===== src/rtl/fetch_pc_unit_if.sv =====
// Fetch-side bus bundle: instruction-memory request/response channel plus
// the decode-facing instruction channel with backpressure.
interface fetch_pc_unit_if #(
    parameter int unsigned ADDR_WIDTH = 17
) ();
    logic                  req_valid;
    logic [ADDR_WIDTH-1:0] req_addr;
    logic                  req_ready;
    logic                  resp_valid;
    logic [31:0]           resp_inst;
    logic                  inst_valid;
    logic [31:0]           inst_out;
    logic [ADDR_WIDTH-1:0] inst_pc;
    logic                  inst_ready;

    // Fetch unit side: drives requests and instructions.
    modport master (
        output req_valid, req_addr, inst_valid, inst_out, inst_pc,
        input  req_ready, resp_valid, resp_inst, inst_ready
    );

    // Memory/decode side.
    modport slave (
        input  req_valid, req_addr, inst_valid, inst_out, inst_pc,
        output req_ready, resp_valid, resp_inst, inst_ready
    );
endinterface


===== src/rtl/fetch_pc_unit.sv =====
// Fetch program counter and single-outstanding fetch sequencer.
// Issues one memory request at a time, hands the returned word to decode,
// steps by 2 or 4 bytes, and drops responses made stale by a redirect.
module fetch_pc_unit #(
    parameter int unsigned           ADDR_WIDTH = 17,
    parameter logic [ADDR_WIDTH-1:0] RESET_PC   = '0,
    parameter bit                    C_EXT      = 1'b1
) (
    input  logic                  clk,
    input  logic                  rst,
    input  logic                  stall_in,
    input  logic                  flush_en,
    input  logic [ADDR_WIDTH-1:0] flush_pc,
    input  logic                  jump_en,
    input  logic [ADDR_WIDTH-1:0] jump_pc,
    fetch_pc_unit_if.master       fetch
);

    typedef enum logic [1:0] {
        IDLE,
        REQ,
        WAIT,
        HOLD
    } state_t;

    state_t                state_q, state_d;
    logic [ADDR_WIDTH-1:0] pc_q, pc_d;
    logic [ADDR_WIDTH-1:0] req_addr_q, req_addr_d;
    logic                  discard_q, discard_d;
    logic [31:0]           inst_q, inst_d;
    logic [ADDR_WIDTH-1:0] inst_pc_q, inst_pc_d;
    logic                  req_valid_q, req_valid_d;
    logic                  inst_valid_q, inst_valid_d;

    logic                  redirect;
    logic [ADDR_WIDTH-1:0] target;
    logic [ADDR_WIDTH-1:0] step;
    logic [ADDR_WIDTH-1:0] next_pc;

    // Next-state, next-PC and registered-output computation.
    always_comb begin
        state_d    = state_q;
        pc_d       = pc_q;
        req_addr_d = req_addr_q;
        discard_d  = discard_q;
        inst_d     = inst_q;
        inst_pc_d  = inst_pc_q;
        next_pc    = pc_q;

        redirect = flush_en | jump_en;
        target   = flush_en ? flush_pc : jump_pc;
        step     = (C_EXT && (inst_q[1:0] != 2'b11)) ? ADDR_WIDTH'(2) : ADDR_WIDTH'(4);

        case (state_q)
            IDLE: begin
                next_pc = redirect ? target : pc_q;
                pc_d    = next_pc;
                if (!stall_in) begin
                    state_d    = REQ;
                    req_addr_d = next_pc;
                end
            end
            REQ: begin
                // The issued address stays on the bus; a redirect only
                // retargets pc and marks the coming response stale.
                if (redirect) begin
                    pc_d      = target;
                    discard_d = 1'b1;
                end
                if (fetch.req_ready) begin
                    state_d = WAIT;
                end
            end
            WAIT: begin
                if (fetch.resp_valid) begin
                    if (!discard_q && !redirect) begin
                        inst_d    = fetch.resp_inst;
                        inst_pc_d = req_addr_q;
                        state_d   = HOLD;
                    end else begin
                        discard_d = 1'b0;
                        next_pc   = redirect ? target : pc_q;
                        pc_d      = next_pc;
                        if (stall_in) begin
                            state_d = IDLE;
                        end else begin
                            state_d    = REQ;
                            req_addr_d = next_pc;
                        end
                    end
                end else if (redirect) begin
                    pc_d      = target;
                    discard_d = 1'b1;
                end
            end
            HOLD: begin
                // Redirect wins over the sequential step even when decode
                // consumes the instruction in the same cycle.
                if (redirect || fetch.inst_ready) begin
                    next_pc = redirect ? target : (inst_pc_q + step);
                    pc_d    = next_pc;
                    if (stall_in) begin
                        state_d = IDLE;
                    end else begin
                        state_d    = REQ;
                        req_addr_d = next_pc;
                    end
                end
            end
            default: state_d = IDLE;
        endcase

        req_valid_d  = (state_d == REQ);
        inst_valid_d = (state_d == HOLD);
    end

    // State register with asynchronous active-low reset.
    always_ff @(posedge clk or negedge rst) begin
        if (!rst) begin
            state_q <= IDLE;
        end else begin
            state_q <= state_d;
        end
    end

    // PC, request and held-instruction registers.
    always_ff @(posedge clk or negedge rst) begin
        if (!rst) begin
            pc_q         <= RESET_PC;
            req_addr_q   <= RESET_PC;
            discard_q    <= 1'b0;
            inst_q       <= '0;
            inst_pc_q    <= RESET_PC;
            req_valid_q  <= 1'b0;
            inst_valid_q <= 1'b0;
        end else begin
            pc_q         <= pc_d;
            req_addr_q   <= req_addr_d;
            discard_q    <= discard_d;
            inst_q       <= inst_d;
            inst_pc_q    <= inst_pc_d;
            req_valid_q  <= req_valid_d;
            inst_valid_q <= inst_valid_d;
        end
    end

    assign fetch.req_valid  = req_valid_q;
    assign fetch.req_addr   = req_addr_q;
    assign fetch.inst_valid = inst_valid_q;
    assign fetch.inst_out   = inst_q;
    assign fetch.inst_pc    = inst_pc_q;

endmodule


===== src/flat_wrapper.sv =====
// flat-port wrapper written by rule: the top's interface ports become plain ports
module fetch_pc_unit_flat 
#(
    parameter int unsigned           ADDR_WIDTH = 17,
    parameter logic [ADDR_WIDTH-1:0] RESET_PC   = '0,
    parameter bit                    C_EXT      = 1'b1
)
  (clk, rst, stall_in, flush_en, flush_pc, jump_en, jump_pc, fetch_req_valid, fetch_req_addr, fetch_inst_valid, fetch_inst_out, fetch_inst_pc, fetch_req_ready, fetch_resp_valid, fetch_resp_inst, fetch_inst_ready);
  fetch_pc_unit_if #(.ADDR_WIDTH(ADDR_WIDTH)) fetch_i ();
  input  logic clk;
  input  logic rst;
  input  logic stall_in;
  input  logic flush_en;
  input  logic [ADDR_WIDTH-1:0] flush_pc;
  input  logic jump_en;
  input  logic [ADDR_WIDTH-1:0] jump_pc;
  output wire logic [$bits(fetch_i.req_valid)-1:0] fetch_req_valid;
  output wire logic [$bits(fetch_i.req_addr)-1:0] fetch_req_addr;
  output wire logic [$bits(fetch_i.inst_valid)-1:0] fetch_inst_valid;
  output wire logic [$bits(fetch_i.inst_out)-1:0] fetch_inst_out;
  output wire logic [$bits(fetch_i.inst_pc)-1:0] fetch_inst_pc;
  input wire logic [$bits(fetch_i.req_ready)-1:0] fetch_req_ready;
  input wire logic [$bits(fetch_i.resp_valid)-1:0] fetch_resp_valid;
  input wire logic [$bits(fetch_i.resp_inst)-1:0] fetch_resp_inst;
  input wire logic [$bits(fetch_i.inst_ready)-1:0] fetch_inst_ready;
  assign fetch_req_valid = fetch_i.req_valid;
  assign fetch_req_addr = fetch_i.req_addr;
  assign fetch_inst_valid = fetch_i.inst_valid;
  assign fetch_inst_out = fetch_i.inst_out;
  assign fetch_inst_pc = fetch_i.inst_pc;
  assign fetch_i.req_ready = fetch_req_ready;
  assign fetch_i.resp_valid = fetch_resp_valid;
  assign fetch_i.resp_inst = fetch_resp_inst;
  assign fetch_i.inst_ready = fetch_inst_ready;
  fetch_pc_unit #(.ADDR_WIDTH(ADDR_WIDTH), .RESET_PC(RESET_PC), .C_EXT(C_EXT)) u_core (.clk(clk), .rst(rst), .stall_in(stall_in), .flush_en(flush_en), .flush_pc(flush_pc), .jump_en(jump_en), .jump_pc(jump_pc), .fetch(fetch_i));
endmodule

===== config.mk =====
export PLATFORM = sky130hd
export DESIGN_NAME = fetch_pc_unit_flat
export DESIGN_NICKNAME = d
export VERILOG_FILES = /design/src/rtl/fetch_pc_unit_if.sv /design/src/rtl/fetch_pc_unit.sv /design/src/flat_wrapper.sv
export SDC_FILE = /design/constraint.sdc
export NUM_CORES = 1
export LEC_CHECK = 0
export ABC_AREA = 1
export BUFFER_PORTS_ARGS = -buffer_cell sky130_fd_sc_hd__buf_2
export CAP_MARGIN = 20
export CORE_ASPECT_RATIO = 2
export CORE_MARGIN = 10
export CORE_UTILIZATION = 52
export CTS_BUF_LIST = sky130_fd_sc_hd__clkbuf_8
export CTS_CLUSTER_SIZE = 24
export DETAILED_ROUTE_END_ITERATION = 10
export GPL_TIMING_DRIVEN = 0
export HOLD_SLACK_MARGIN = 0.08
export PLACE_DENSITY = 0.82
export SLEW_MARGIN = 20
export SYNTH_ARGS = -nofsm -noshare
export SYNTH_HDL_FRONTEND = slang
export SYNTH_SLANG_ARGS = --single-unit

===== constraint.sdc =====
create_clock -name clk -period 2.2 [get_ports clk]
set_input_delay 0.22 -clock clk [delete_from_list [all_inputs] [get_ports clk]]
set_output_delay 0.22 -clock clk [all_outputs]
set_load 0.01 [all_outputs]

==> qor.txt, run 1 <==
Status: completed
First-pass GRT wire length: 20.4 mm
Power density cells: 931 nW/µm²
Count of final setup violators: 0
Synth Area in Compound Gates: 0.0945
Row count: 46
IO Port Bufs: 141
Die H: 147 µm
Crit end category: flop
Starting density of the core: 0.532
Crit path DAT: 2.29 ns
Worst slack, placed: -0.243 ns
DR iter-0 viols: 208
DRT antenna net count: 0
Placed instance area: 5050 µm²
Post-layout util: 0.682
Mux contribution to synthesized area: 0.107
Largest net degree at the start of global routing: 49
Min-Delay Path Depth: 2
Pleak: 2.98 nW
Asr flop ratio synth: 1.00
Worst-Skew Late Latency: 0.36 ns
Stages on the worst setup path: 12
Top Family by Delay on Critical Path: simple AND/OR/NAND/NOR gates
Setup Skew: 0.00942 ns
Number of global-route vias before repair: 4336
Most frequent cells in the layout: buf_2 (151), nand2_1 (125), dfrtp_1 (88), mux2_2 (40), inv_1 (35)
Core Region: 7890 µm²
Post-Synth Simple-Gate Area: 0.195
Initial antenna violation count: 0
Setup WS post-layout: 0.164 ns
WL per Instance: 17.6 µm
Worst slew pin tran: 0.714 ns
CP Cell Sequence: nand2_2 > ha_2 > inv_1 > fa_2 > inv_2 > nand2_2 > nor2_4 > nand2_1 > a21oi_1 > o21ai_1 > nand3_1 > nand2_1
Max Buffers Root-to-Sink: 2
Fin crit share: 0.926
Sequential area share after synthesis: 0.525
WL final: 12.7 mm
Diode count: 0
Root buffer cell: clkbuf_8
Post-synth net total: 534
Flops & latches, synth: 88
# H-tree levels: 3
Clk sinks: 88
Worst vdd ir: 0.000587 V
Crit path largest cell delay: 0.41 ns
Avg Inst Size Synth: 9.26 µm²
Critical path class: reg -> reg
Via count: 3873
CTS clk-pin slew, worst paths: 0.09 ns
Slew Viols, Final: 0
Tmin final: 2.04 ns
Synth Area in Adders: 0.0227
Fmax: 0.491 GHz
DRC violations left: 0
CTS tree: done
Crit-path max FO: 7
GRT Util Overall: 0.205
Largest family of logic cells by synthesized area: simple AND/OR/NAND/NOR gates
Buf/Inv on CP: 2
Finished Layout Cells: 719
Final HPWL DP: 9.88 mm
Die Area: 12300 µm²
Post-synth cell types: 33
CP Data Required Time: 2.46 ns
Final instance area: 5380 µm²
Cts bufs inserted: 9
HP Class: in -> reg
Grt ovf: 0
Post-Synthesis Cells: 453
Slew HR: 0.522
Xor-xnor portion of the synthesized cell area: 0.00626
RSZ-0062 raised after global routing: no
Max-Cap Viols: 0
Fill cells: 643
Synth-to-Final Area Change: 28.1%
Area of the multi-input gates: 1810 µm²
DR pass1 iterations: 5
Vias per Instance: 5.39
Most common cell after layout, fill and taps aside: buf_2
Fin Setup TNS: 0 ns
FF/Latch Area: 2200 µm²
Layout cell share with drive strength beyond 1: 0.368
Critical-path top delay cell: dfrtp_1
Post-synth design cell area: 4200 µm²
Main flop type after synthesis: dfrtp_1
Routability Congestion: 0.894
Worst-case reg-to-reg path depth: 12
Placed Instances: 691
Total number of yosys warnings: 0
Die W: 83.5 µm
Number of synthesized flops with an enable pin: 0
Final-report hold violation count: 0
Critical Path Start Type: flop
Ports: 142
Nets: 699
[sequential cells by signal (all words and copies together), names as in the netlist]
| name | cells |
|---|---|
| u_core.discard_q | 1 |
| u_core.fetch.inst_out | 32 |
| u_core.fetch.inst_pc | 17 |
| u_core.fetch.inst_valid | 1 |
| u_core.fetch.req_addr | 17 |
| u_core.fetch.req_valid | 1 |
| u_core.pc_q | 17 |
| u_core.state_q | 2 |
[metal layers]
| layer | track usage | wire [µm] |
|---|---|---|
| met4 | 0.111 | 525 |
| met5 | 0 | 0 |
| met2 | 0.383 | 6760 |
| met3 | 0.0703 | 1190 |
| met1 | 0.185 | 4190 |
[path summary, 6_finish.rpt]
kind / slack, ns / startpoint / end
setup / recovery: 0.16 / u_core.fetch.inst_out[1] / u_core.fetch.req_addr[9]
hold / removal: 0.1 / fetch_resp_inst[11] / u_core.fetch.inst_out[11]
setup reg to reg: 0.16 / u_core.fetch.inst_out[1] / u_core.fetch.req_addr[9]
hold reg to reg: 0.49 / u_core.pc_q[9] / u_core.pc_q[9]
max in group asynchronous: 1.20 / rst / u_core.pc_q[3]
min in group asynchronous: 0.39 / rst / u_core.fetch.inst_out[3]
[synth_stat cells, types with 2 or more instances]
| cell | instances | share of area |
|---|---|---|
| dfrtp_1 | 88 | 0.52 |
| a21oi_1 | 16 | 0.019 |
| o21ai_0 | 26 | 0.031 |
| o22a_1 | 2 | 0.0042 |
| nand4_1 | 3 | 0.0045 |
| inv_2 | 3 | 0.0027 |
| inv_1 | 35 | 0.031 |
| o21ai_1 | 4 | 0.0048 |
| nor3_1 | 2 | 0.0024 |
| mux2_2 | 40 | 0.11 |
| buf_2 | 11 | 0.013 |
| o22ai_1 | 6 | 0.0089 |
| a22o_1 | 4 | 0.0083 |
| xor2_1 | 3 | 0.0063 |
| nor2_1 | 34 | 0.030 |
| nand3_1 | 20 | 0.024 |
| ha_1 | 6 | 0.018 |
| nand2_2 | 3 | 0.0045 |
| a22oi_1 | 4 | 0.0072 |
| o211ai_1 | 2 | 0.0036 |
| nand2_1 | 128 | 0.11 |
| o221ai_1 | 2 | 0.0042 |
[final cells by class]
cell class	count	area share
Sequential cell	88	0.409
Multi-Input combinational cell	314	0.336
Timing Repair Buffer	154	0.159
Inverter	39	0.0272
Clock buffer	9	0.0230
Tap cell	96	0.0223
Clock inverter	7	0.0119
Buffer	12	0.0116
[kinds of logic after synthesis]
| group | after synthesis |
|---|---|
| xor gates and xnor gates | 3 |
| and+or+nand+nor | 196 |
| adders and majority gates | 7 |
| buffers and inverters | 51 |
| DFF | 88 |
| muxes | 40 |
| AOI/OAI and AO/OA | 68 |
[what timing repair did]
item	CTS	global route
gates cloned	0	0
setup endpoints to repair	10	10
endpoints found under the hold margin	50	0
hold buffers	11	0
gates resized for setup	3	6
pin swaps	1	2
buffers inserted	0	1
[power breakdown]
group / total (mW) / leakage [nW] / internal, mW / switching (mW)
registers: 2.30 / 1.12 / 2.02 / 0.287
logic: 1.61 / 1.77 / 0.663 / 0.952
clock network: 1.09 / 0.0962 / 0.515 / 0.573
[stage by stage]
stage                     hold WS (ns)  power (mW)
after global routing            0.0819        5.33
after CTS                       0.0800        5.05
final                           0.0957        5.01
after global placement           0.451        3.85
after floorplan                -0.0756        3.21
after detailed placement         0.235        3.94
Power figures use the tool's default switching activity.
==> inputs of run 2 (changes only) <==
Settings changed: RECOVER_POWER from default to 100.
==> run 2 against run 1 <==
Effect of this change:
- register-to-register slack hardly changed
- largest cell class unchanged
- via count is 0.72% higher
- maximum frequency is 0.66% lower
- global-route usage stayed put
- total power is 1.8% lower
==> qor.txt, run 2 (synthesis results as in run 1) <==
Status: completed
Count of final setup violators: 0 (unchanged)
Worst reg-to-reg setup slack: 0.15 ns (about the same)
WL final: 12.6 mm (-0.44%)
Nets: 699 (unchanged)
HP Class: in -> reg
Slew Viols, Final: 0 (unchanged)
Core Region: 7890 µm² (unchanged)
Setup Skew: 0.00846 ns (-0.000960 ns)
Worst-Skew Late Latency: 0.36 ns (about the same)
IO Port Bufs: 141 (unchanged)
Routability Congestion: 0.894 (unchanged)
Starting density of the core: 0.532 (unchanged)
Row count: 46 (unchanged)
Sw power: 1.81 mW (+0.11%)
Top Family by Delay on Critical Path: simple AND/OR/NAND/NOR gates
Diode count: 0 (unchanged)
Die W: 83.5 µm (unchanged)
Initial antenna violation count: 0 (unchanged)
Final HPWL DP: 9.88 mm (unchanged)
Fin crit share: 0.932 (+0.00613)
Grt ovf: 0 (unchanged)
Buf/Inv on CP: 2 (unchanged)
Cts bufs inserted: 9 (unchanged)
Sw Ratio: 0.369 (+0.00696)
Final-report hold violation count: 0 (unchanged)
Slew HR: 0.332 (-0.191)
CTS clk-pin slew, worst paths: 0.08 ns (about the same)
CP Data Required Time: 2.45 ns (about the same)
First-pass GRT wire length: 20.4 mm (unchanged)
Power density cells: 934 nW/µm² (+0.35%)
CP Cell Sequence: nand2_2 > ha_2 > inv_1 > fa_2 > inv_2 > nand2_2 > nor2_4 > nand2_1 > a21oi_1 > o21ai_1 > nand3_1 > nand2_1
Number of global-route vias before repair: 4336 (unchanged)
Post-layout util: 0.668 (-0.0144)
Max reg flops: 32 (unchanged)
Gate power share: 0.309 (-0.014)
Die H: 147 µm (unchanged)
Crit-path max FO: 7 (unchanged)
Crit end category: flop
Synth-to-Final Area Change: 25.4%
Pleak: 2.72 nW (-8.6%)
Max-Cap Viols: 0 (unchanged)
Root buffer cell: clkbuf_8
Most frequent cells in the layout: nand2_1 (125), dfrtp_1 (88), buf_2 (76), clkbuf_1 (69), mux2_2 (40)
Layout cell share with drive strength beyond 1: 0.255 (-0.112)
Most common cell after layout, fill and taps aside: nand2_1
Critical-path top delay cell: dfrtp_1
Fmax: 0.488 GHz (-0.66%)
DRT antenna net count: 0 (unchanged)
Die Area: 12300 µm² (unchanged)
Final Power: 4.92 mW (-1.8%)
RSZ-0062 raised after global routing: no
Max Buffers Root-to-Sink: 2 (unchanged)
Critical Path Start Type: flop
Critical path class: reg -> reg
Ports: 142 (unchanged)
Crit path largest cell delay: 0.42 ns (about the same)
WL per Instance: 17.5 µm (-0.44%)
Largest net degree at the start of global routing: 49 (unchanged)
Worst vdd ir: 0.000580 V (-1.2%)
Pint: 3.10 mW (-2.8%)
Fill cells: 684 (+6.4%)
Crit path DAT: 2.30 ns (about the same)
GRT Util Overall: 0.205 (unchanged)
DR pass1 iterations: 5 (unchanged)
Vias per Instance: 5.43 (+0.72%)
Worst slew pin tran: 1.00 ns (+0.289 ns)
Clk sinks: 88 (unchanged)
Sequential fraction of design power: 0.470 (+0.010)
DRC violations left: 0 (unchanged)
CTS tree: done
Clock power frac: 0.221 (+0.004)
Via count: 3901 (+0.72%)
Tmin final: 2.05 ns (+0.0135 ns)
# H-tree levels: 3 (unchanged)
DR iter-0 viols: 196 (-5.8%)
[run 2: cell count changes in the layout (fill, tap and decap cells not counted)]
cell / previous run / this run
buf_4: 3 / 2
clkbuf_4: 0 / 1
clkbuf_2: 0 / 7
buf_2: 151 / 76
clkbuf_1: 0 / 69
nand3_2: 1 / 0
nand3_1: 20 / 21
buf_16: 1 / 0
[run 2: path summary, 6_finish.rpt]
path,from,to,cells after the start
setup / recovery,u_core.fetch.inst_out[1],u_core.pc_q[9],12
min in group asynchronous,rst,u_core.fetch.inst_out[3],2
hold / removal,fetch_resp_inst[11],u_core.fetch.inst_out[11],2
hold reg to reg,u_core.pc_q[10],u_core.pc_q[10],2
max in group asynchronous,rst,u_core.fetch.req_addr[10],3
setup reg to reg,u_core.fetch.inst_out[1],u_core.pc_q[9],12
[run 2: power groups by stage]
stage                     combinational (mW)  sequential, mW  clock, mW
after floorplan                        0.770            2.44          0
after global placement                  1.55            2.30          0
after detailed placement                1.61            2.33          0
after CTS                               1.63            2.30       1.12
after global routing                    1.72            2.37       1.16
final                                   1.52            2.31       1.09
[run 2: worst reg2reg max path: stages, from the launching register on]
cell	delay, ns
dfrtp_1	0.42
nand2_2	0.11
ha_2	0.19
inv_1	0.06
fa_2	0.36
inv_2	0.07
nand2_2	0.07
nor2_4	0.20
nand2_1	0.09
a21oi_1	0.13
o21ai_1	0.12
nand3_1	0.09
nand2_1	0.05
[run 2: final cells by class]
| cell class | count | area (µm²) | area share |
|---|---|---|---|
| Clock buffer | 9 | 124 | 0.0235 |
| Sequential cell | 88 | 2200 | 0.418 |
| Multi-Input combinational cell | 314 | 1800 | 0.342 |
| Tap cell | 96 | 120 | 0.0228 |
| Clock inverter | 7 | 63.8 | 0.0121 |
| Buffer | 12 | 61.3 | 0.0116 |
| Timing Repair Buffer | 154 | 746 | 0.142 |
| Inverter | 39 | 146 | 0.0278 |
[run 2: through the flow]
stage | hold WS, ns | setup slack (ns) | instance area (µm²) | setup TNS (ns) | cells
after floorplan | -0.0756 | 0.110 | 4200 | 0 | 453
after global placement | 0.451 | -0.170 | 5020 | -0.820 | 690
after detailed placement | 0.235 | -0.243 | 5050 | -1.55 | 691
after CTS | 0.0800 | 0.00322 | 5360 | 0 | 718
after global routing | 0.0819 | 0.0129 | 5260 | 0 | 719
final | 0.0951 | 0.150 | 5260 | 0 | 719
[run 2: repair_timing]
action	CTS	global route
setup endpoints to repair	10	10
hold buffers	11	0
resized for setup	3	6
pin swaps	1	2
hold endpoints to repair	50	0
cloned	0	0
setup buffers	0	1
[run 2: layer usage]
metal | part of all wire | GRT usage
met5 | 0 | 0
met2 | 0.54 | 0.383
met4 | 0.045 | 0.111
met1 | 0.33 | 0.185
met3 | 0.089 | 0.0703
==> inputs of run 3 (changes only) <==
==> constraint.sdc (replaced) <==
create_clock -name clk -period 2.2 [get_ports clk]
set_input_delay 0.33 -clock clk [delete_from_list [all_inputs] [get_ports clk]]
set_output_delay 0.33 -clock clk [all_outputs]
set_load 0.01 [all_outputs]
==> run 3 against run 2 <==
Effect of this change:
- combinational power hardly changed
- register-to-register slack barely moved
- maximum frequency barely moved
- critical path depth stayed put
- core utilization decreased by 1.0 points
- sequential share of layout area is 0.65 points higher
- final cell count fell by 1.4%
- final area is 1.5% lower
- critical endpoint is now u_core.fetch.req_addr[9]
- largest cell class unchanged
==> qor.txt, run 3 (synthesis results as in run 1) <==
Status: completed
CTS clk-pin slew, worst paths: 0.08 ns (about the same)
Cts bufs inserted: 9 (unchanged)
Crit end category: flop
DR pass1 iterations: 5 (unchanged)
Fill cells: 696 (+1.8%)
Synth-to-Final Area Change: 23.5%
Ports: 142 (unchanged)
Final Hold Slack: 0.195 ns (+0.0995 ns)
Starting density of the core: 0.532 (unchanged)
Via count: 3808 (-2.4%)
WL final: 12.4 mm (-1.3%)
Layout cell share with drive strength beyond 1: 0.259 (+0.00416)
Core Region: 7890 µm² (unchanged)
Number of global-route vias before repair: 4251 (-2.0%)
Diode count: 0 (unchanged)
First-pass GRT wire length: 20.0 mm (-1.9%)
Slew Viols, Final: 0 (unchanged)
Crit path DAT: 2.30 ns (about the same)
Area of the multi-input gates: 1800 µm² (unchanged)
Worst slew pin tran: 1.07 ns (+0.0676 ns)
Max-Cap Viols: 0 (unchanged)
Routability Congestion: 0.894 (unchanged)
Crit-path max FO: 7 (unchanged)
Tmin final: 2.05 ns (+0.000985 ns)
Count of final setup violators: 0 (unchanged)
CP Data Required Time: 2.45 ns (about the same)
Fin crit share: 0.932 (about the same)
Slew HR: 0.287 (-0.0451)
Critical path class: reg -> reg
Max reg flops: 32 (unchanged)
DRT antenna net count: 0 (unchanged)
GRT Util Overall: 0.201 (-0.00346)
Root buffer cell: clkbuf_8
Row count: 46 (unchanged)
Power density cells: 946 nW/µm² (+1.3%)
RSZ-0062 raised after global routing: no
Pleak: 2.69 nW (-1.2%)
DRC violations left: 0 (unchanged)
# H-tree levels: 3 (unchanged)
DR iter-0 viols: 209 (+6.6%)
WL per Instance: 17.5 µm (about the same)
Largest net degree at the start of global routing: 49 (unchanged)
Die W: 83.5 µm (unchanged)
Final-report hold violation count: 0 (unchanged)
Die H: 147 µm (unchanged)
Nets: 689 (-1.4%)
IO Port Bufs: 141 (unchanged)
Clk sinks: 88 (unchanged)
FF/Latch Area: 2200 µm² (unchanged)
Critical Path Start Type: flop
Worst vdd ir: 0.000577 V (-0.52%)
CTS tree: done
Grt ovf: 0 (unchanged)
Initial antenna violation count: 0 (unchanged)
Most common cell after layout, fill and taps aside: nand2_1
Vias per Instance: 5.37 (-1.0%)
Fmax: 0.488 GHz (about the same)
HP Class: in -> reg
Setup Skew: 0.00881 ns (+0.000345 ns)
Max Buffers Root-to-Sink: 2 (unchanged)
Die Area: 12300 µm² (unchanged)
Worst-Skew Late Latency: 0.36 ns (about the same)
Fin Setup TNS: 0 ns (unchanged)
Final HPWL DP: 9.88 mm (unchanged)
Most frequent cells in the layout: nand2_1 (125), dfrtp_1 (88), buf_2 (76), clkbuf_1 (69), mux2_2 (40)
run 3: changes by cell type in the layout (fill, tap and decap cells not counted), sizes merged:
cell	delta
dlygate4sd3	-10
buf	+1
clkbuf	-1
run 3: final timing paths:
path | start | end | slack [ns] | depth (start not counted)
min | fetch_resp_valid | u_core.discard_q | 0.19 | 2
min in group asynchronous | rst | u_core.fetch.inst_out[3] | 0.70 | 2
max in group asynchronous | rst | u_core.fetch.req_addr[10] | 0.73 | 3
min reg2reg | u_core.pc_q[10] | u_core.pc_q[10] | 0.50 | 2
max | u_core.fetch.inst_out[1] | u_core.fetch.req_addr[9] | 0.15 | 12
max reg2reg | u_core.fetch.inst_out[1] | u_core.fetch.req_addr[9] | 0.15 | 12
run 3: what timing repair did:
action	CTS	global route
pin swaps	1	2
hold buffers	1	0
buffers inserted	0	1
gates resized for setup	3	6
endpoints found under the hold margin	40	0
setup endpoints to repair	10	10
run 3: worst max-delay path, cell delays in order (launching register included):
cell and delay (ns):
dfrtp_1 0.42, nand2_2 0.11, ha_2 0.19, inv_1 0.06, fa_2 0.36, inv_2 0.07, nand2_2 0.07, nor2_4 0.20
nand2_1 0.09, a21oi_1 0.13, o21ai_1 0.12, nand3_1 0.09, nand2_1 0.05
run 3: through the flow:
step | util | total power, mW | std cells | cell area, µm² | worst slack [ns]
after floorplan | - | 3.21 | 453 | 4200 | 0.110
after global placement | 0.637 | 3.85 | 690 | 5020 | -0.170
after detailed placement | 0.641 | 3.94 | 691 | 5050 | -0.243
after CTS | 0.667 | 5.03 | 708 | 5260 | 0.00322
after global routing | 0.657 | 5.24 | 709 | 5180 | 0.0129
final | 0.657 | 4.90 | 709 | 5180 | 0.149
run 3: where the power goes:
group / internal [mW] / switching, mW / total, mW
clock network: 0.515 / 0.569 / 1.08
registers: 2.02 / 0.295 / 2.31
logic: 0.564 / 0.944 / 1.51
total: 3.10 / 1.81 / 4.90
run 3: cell type report:
type                    instances  share of cell area
plain buffers                  12              0.0118
clock buffers                   9              0.0239
clock inverters                 7              0.0123
inverters                      39              0.0282
multi-input cells             314               0.347
flip-flops and latches         88               0.425
well taps                      96              0.0232
repair buffers                144               0.128
run 3: metal layers:
metal	global-route usage	part of all wire
met1	0.182	0.33
met2	0.376	0.53
met3	0.0681	0.092
met4	0.111	0.040
met5	0	0
